--- config.mk ---
export PLATFORM = sky130hd
export DESIGN_NAME = aes128_key_sched
export DESIGN_NICKNAME = d
export VERILOG_FILES = /design/src/rtl/aes128_key_sched.sv
export SDC_FILE = /design/constraint.sdc
export NUM_CORES = 1
export LEC_CHECK = 0
export ABC_AREA = 1
export CORE_UTILIZATION = 49
export CTS_BUF_LIST = sky130_fd_sc_hd__clkbuf_16
export CTS_CLUSTER_SIZE = 40
export DETAILED_ROUTE_END_ITERATION = 8
export PLACE_DENSITY = 0.95
export SYNTH_ARGS = -nofsm -noshare
export SYNTH_HDL_FRONTEND = slang
export SYNTH_SLANG_ARGS = --single-unit
--- constraint.sdc ---
create_clock -name clk_i -period 4.1 [get_ports clk_i]
set_clock_uncertainty 0.05 [all_clocks]
set_input_delay 0.615 -clock clk_i [delete_from_list [all_inputs] [get_ports clk_i]]
set_output_delay 0.615 -clock clk_i [all_outputs]
set_load 0.005 [all_outputs]
--- src/rtl/aes128_key_sched.sv ---
// AES-128 key expansion: emits round keys 0..10 one at a time, sharing an
// external pipelined S-box of fixed latency SBOX_LATENCY (1..7).
module aes128_key_sched #(
    parameter int unsigned SBOX_LATENCY = 3
) (
    input  logic         clk_i,
    input  logic         rst_i,
    input  logic [127:0] key_i,
    input  logic         start_i,
    output logic         busy_o,
    output logic [31:0]  sbox_in_o,
    input  logic [31:0]  sbox_out_i,
    output logic [127:0] rk_o,
    output logic [3:0]   rk_idx_o,
    output logic         rk_valid_o,
    output logic         done_o
);

    localparam int unsigned CNT_W    = 3;
    localparam int unsigned LAST_RND = 9;

    localparam logic [1:0] IDLE = 2'd0;
    localparam logic [1:0] SUB  = 2'd1;
    localparam logic [1:0] COMB = 2'd2;

    logic [1:0]       state;
    logic [1:0]       state_n;
    logic [CNT_W-1:0] wait_cnt;
    logic [CNT_W-1:0] wait_cnt_n;
    logic [7:0]       rcon;
    logic [7:0]       rcon_n;
    logic [127:0]     rk_n;
    logic [3:0]       idx_n;
    logic             valid_n;
    logic             done_n;
    logic             busy_n;
    logic [31:0]      t_word;
    logic [31:0]      nw0;
    logic [31:0]      nw1;
    logic [31:0]      nw2;
    logic [31:0]      nw3;

    // RotWord(w3) stays stable from the key register for the whole SUB+COMB window
    assign sbox_in_o = {rk_o[23:0], rk_o[31:24]};

    always_comb begin
        state_n    = state;
        wait_cnt_n = wait_cnt;
        rcon_n     = rcon;
        rk_n       = rk_o;
        idx_n      = rk_idx_o;
        valid_n    = 1'b0;
        done_n     = 1'b0;
        busy_n     = (state != IDLE);

        t_word = sbox_out_i ^ {rcon, 24'h000000};
        nw0    = rk_o[127:96] ^ t_word;
        nw1    = rk_o[95:64]  ^ nw0;
        nw2    = rk_o[63:32]  ^ nw1;
        nw3    = rk_o[31:0]   ^ nw2;

        case (state)
            IDLE: begin
                if (start_i) begin
                    rk_n       = key_i;
                    idx_n      = 4'd0;
                    rcon_n     = 8'h01;
                    wait_cnt_n = '0;
                    valid_n    = 1'b1;
                    busy_n     = 1'b1;
                    state_n    = SUB;
                end
            end
            SUB: begin
                // wait for the S-box result of the current RotWord to emerge
                if (wait_cnt == CNT_W'(SBOX_LATENCY - 1)) begin
                    wait_cnt_n = '0;
                    state_n    = COMB;
                end else begin
                    wait_cnt_n = CNT_W'(wait_cnt + 1'b1);
                end
            end
            COMB: begin
                rk_n    = {nw0, nw1, nw2, nw3};
                idx_n   = 4'(rk_idx_o + 4'd1);
                rcon_n  = {rcon[6:0], 1'b0} ^ (rcon[7] ? 8'h1b : 8'h00);
                valid_n = 1'b1;
                if (rk_idx_o == 4'(LAST_RND)) begin
                    done_n  = 1'b1;
                    state_n = IDLE;
                end else begin
                    state_n = SUB;
                end
            end
            default: state_n = IDLE;
        endcase
    end

    always_ff @(posedge clk_i) begin
        if (rst_i) begin
            state      <= IDLE;
            wait_cnt   <= '0;
            rcon       <= 8'h01;
            rk_o       <= '0;
            rk_idx_o   <= 4'd0;
            rk_valid_o <= 1'b0;
            done_o     <= 1'b0;
            busy_o     <= 1'b0;
        end else begin
            state      <= state_n;
            wait_cnt   <= wait_cnt_n;
            rcon       <= rcon_n;
            rk_o       <= rk_n;
            rk_idx_o   <= idx_n;
            rk_valid_o <= valid_n;
            done_o     <= done_n;
            busy_o     <= busy_n;
        end
    end

endmodule
Yosys cells after proc, flatten, opt, wreduce, memory -nomap -nowiden
Index checks and enable logic that the tools add are counted.
- bitwise logic cells: 7
- $add $sub $neg: 2
- reduce and logical (&&, ||, !) cells: 8
- muxes and demuxes: 19
- equality and inequality tests: 6
- operators by type and width (operator ; count):
    one-hot mux 128 bit (2 select lines) ; 1
    bitwise XOR 32 bit ; 5
    two-way mux 128 bit ; 1
    one-hot mux 8 bit (2 select lines) ; 1
    two-way mux 8 bit ; 1
    one-hot mux 4 bit (2 select lines) ; 1
    bitwise XOR 8 x 5 -> 8 bit ; 1
    two-way mux 3 bit ; 2
    one-hot mux 2 bit (3 select lines) ; 1
    one-hot mux 3 bit (2 select lines) ; 1
    AND reduction 2 bit ; 3
    nonzero test 2 bit ; 3
    two-way mux 1 bit ; 5
    two-way mux 5 bit ; 1
    adder 4 x 1 -> 4 bit, second input constant ; 1
    equality test 4 bit, second input constant ; 1
    two-way mux 2 bit ; 2
    two-way mux 4 bit ; 1
    != test 2 bit, second input constant ; 2
    adder 3 x 1 -> 3 bit, second input constant ; 1
    equality test 3 x 2 -> 1 bit, second input constant ; 1
    equality test 2 x 1 -> 1 bit, second input constant ; 1
    equality test 2 bit, second input constant ; 1
    zero test 2 bit ; 1
    other kinds (3) ; 3
- flip-flop bits (word level): 148
- output and inout port bits: 167
- input bits: 163

Longest topological paths before layout
- depth after elaboration: 6
- depth in mapped cells: 13
- depth with buffers taken out: 12

Worst setup path before layout
OpenSTA, ideal clock, no wires.
- path type: in2reg
- start point: in rst_i
- end point: reg rk_o[100]
- buffers on the path: 3
- cell stages on the path: 6
- data arrival time: 1482 ps
- slack: 2493 ps
- path through: buf_2 -> inv_1 -> clkbuf_1 -> buf_1 -> nand2_1 -> o21ai_0
- RTL lines (what ; line ; RTL):
    start: declaration ; 7 ; input logic rst_i,
    end signal: assignment ; 113 ; rk_o <= rk_n;
    end: declaration ; 13 ; output logic [127:0] rk_o,

Worst setup path in the final report
- start point: in start_i
- end point: reg rk_o[25]
- longest elaborated chain between the ends: 2
- ends and longest elaborated chain (what ; line ; RTL):
    start: declaration ; 9 ; input logic start_i,
    != test 2 bit (no source line) ; n/a ;
    AND reduction 2 bit (no source line) ; n/a ;
Every way passes these cells.
A chain may end at the register's enable or synchronous reset.

==> results_dict.tcl <==
set metrics [dict create \
    tns_ns 0 \
    power.internal_mw 3.19 \
    leakagePower_nw 5.35 \
    via_per_inst 5.42 \
    critPathRequiredTime_ns 4.36 \
    cts_setup_buffers 0 \
    die_x_um 135 \
    vias 10300 \
    synth_top_cell_area_share 0.341 \
    cts_tree "built" \
    gp_congestion 0.911 \
    wl_met3_um 2300 \
    wl_per_cell_um 15.5 \
    start_kind "primary input" \
    rsz0062_at_grt "false" \
    crit_fanout 48 \
    pin_count 330 \
    ys_seq_area_frac 0.341 \
    layout_commonest_cell "nand2_1" \
    yosys.area_share.simple 0.383 \
    ys_warn_count 0 \
    slew_violations 0 \
    place_ws_ns 1.11 \
    tightest_slew_ns 1.07 \
    fmax_mhz 385 \
    grt_pass1_vias 9654 \
    worstSetupPathType "primary input to register" \
    routed_wl_um 29500 \
    synth_compound_area_frac 0.108 \
    grt_pass1_wl_um 45300 \
    dp_cells 1871 \
    worst_slack_ns 1.50 \
    drt_first_pass_iters 7 \
    yosys.area.top_type "dfxtp_1" \
    instances_no_fill 1903 \
    diodes 0 \
    fp.dieArea_sq_mm 0.0183 \
    synth_area_leaders "dfxtp_1 (34%), nand2_1 (24%), nand3_1 (10%)" \
    route.met2.wl_um 14500 \
    total_power_mw 4.64 \
    clk_latency_ns 0.41 \
    ctsResizeCount 0 \
    grt_max_degree 106 \
    peakVddDrop_mv 0.305 \
    switching_share 0.314 \
    synth_top_family_by_area "simple AND/OR/NAND/NOR gates" \
    finalSetupViolations 0 \
    cts_root_buf "clkbuf_16" \
    drt-met1-wl_um 11200 \
    hold_path.class "register to register" \
    cts_hold_buffers 0 \
    p_comb_frac 0.285 \
    nets 1830 \
    rows 48 \
    mappedNetlistArea_sq_mm 0.00870 \
    cts.path.max_buffers 2 \
    ys_ff_latch 148 \
    seqPwrFrac 0.368 \
    htree_levels 4 \
    cts_buffers 17 \
    p_clk_frac 0.346 \
    grt.total_usage 0.314 \
    cellPowerDensity_mw_per_mm2 373 \
    synth.area.mux_share 0 \
    worstPathArrival_ns 2.86 \
    top_layer "met4" \
    multiInputGateArea_sq_mm 0.00466 \
    layout-drive-gt1-share 0.0298 \
    drtIter0Drc 758 \
    timing.final.crit_period_ns 2.60 \
    synthAdderAreaFrac 0.00288 \
    cap_violations 0 \
    syn_avg_cell_area_sq_um 6.20 \
    dp_hpwl_um 20200 \
    synthesis.nets 1568 \
    final_cell_mix "nand2_1 (567), clkdlybuf4s50_1 (328), nand3_1 (175)" \
    nFillCells 1358 \
    ant_nets 0 \
    period_share 0.634 \
    synth_xor_area_frac 0.0423 \
    overflow 0 \
    portBuffers 329 \
    hold_slack_ns 0.442 \
    regArea_sq_mm 0.00296 \
    finalHoldViolations 0 \
    antenna_found_initial 0 \
    drcViolationCount 0 \
    slew_headroom 0.289 \
    numClockSinks 148 \
    clk_pin_slew_ns 0.06 \
    postSynthCellCount 1403 \
    synth_cell_types 26 \
    core_sq_mm 0.0173 \
    endpoint_kind "register" \
    syn2layout_area_growth_pct 43.0 \
    status "finished, final reports clean" \
    fp.dieH_um 135 \
    start_util 0.503 \
    power_switching_mw 1.46 \
]
==> worst max-delay path: stages <==
cell,delay [ns]
clkdlybuf4s50_1,0.50
nand2_2,0.32
inv_2,0.77
buf_12,0.33
nor2_1,0.07
nand2_1,0.07
nand3_1,0.06
nand2_1,0.06
inv_1,0.04
==> cell usage after synthesis, drive strengths merged <==
library cell / count
nor2: 23
nand3b: 27
xnor2: 22
a311oi: 1
nand3: 175
a21oi: 57
clkbuf: 26
o32ai: 7
nand2: 569
ha: 2
a221oi: 3
o21ai: 78
a31oi: 25
nor3: 2
nand4: 1
xor2: 20
inv: 146
dfxtp: 148
a22oi: 1
buf: 70
==> registers in the layout (all words and copies together) (netlist names) <==
name / flops
rk_o: 128
rcon: 8
rk_idx_o: 4
wait_cnt: 3
state: 2
busy_o: 1
done_o: 1
rk_valid_o: 1
==> cells by family after synthesis <==
| family | after synthesis |
|---|---|
| simple gates | 797 |
| buf+inv | 242 |
| fa+ha+maj | 2 |
| xor+xnor | 42 |
| flops | 148 |
| compound gates | 172 |
==> final cells by class <==
class                      count  share of cell area
sequential                   148               0.238
clock inverter                15              0.0146
multi-input combinational   1013               0.375
tap                          225              0.0226
timing repair buffer         339               0.272
inverter                     146              0.0441
clock buffer                  17              0.0342
==> power groups by stage <==
stage	sequential [mW]	combinational, mW	clock [mW]
after floorplan	1.72	0.711	0
after global placement	1.73	1.26	0
after detailed placement	1.73	1.30	0
after CTS	1.71	1.32	1.62
after global routing	1.73	1.46	1.68
final	1.71	1.33	1.61
==> path summary, 6_finish.rpt <==
kind	start	end	slack (ns)	depth (start not counted)
worst max register to register	state[1]	rk_o[95]	1.59	8
worst min-delay path	wait_cnt[1]	wait_cnt[1]	0.44	2
worst max-delay path	start_i	rk_o[25]	1.50	9
worst min register to register	wait_cnt[1]	wait_cnt[1]	0.44	2
==> per-layer routing <==
| layer | global-route usage | vias to the layer above |
|---|---|---|
| li1 | - | 4982 |
| met1 | 0.344 | 4688 |
| met2 | 0.556 | 534 |
| met3 | 0.0580 | 116 |
| met4 | 0.197 | 0 |
| met5 | 0 | - |
==> through the flow <==
step                      area, sq um  utilization
after floorplan                  8700            -
after global placement          11800        0.684
after detailed placement        11800        0.684
after CTS                       12400        0.719
after global routing            12400        0.719
final                           12400        0.719
Note: power is estimated with default switching activity, not from simulation.
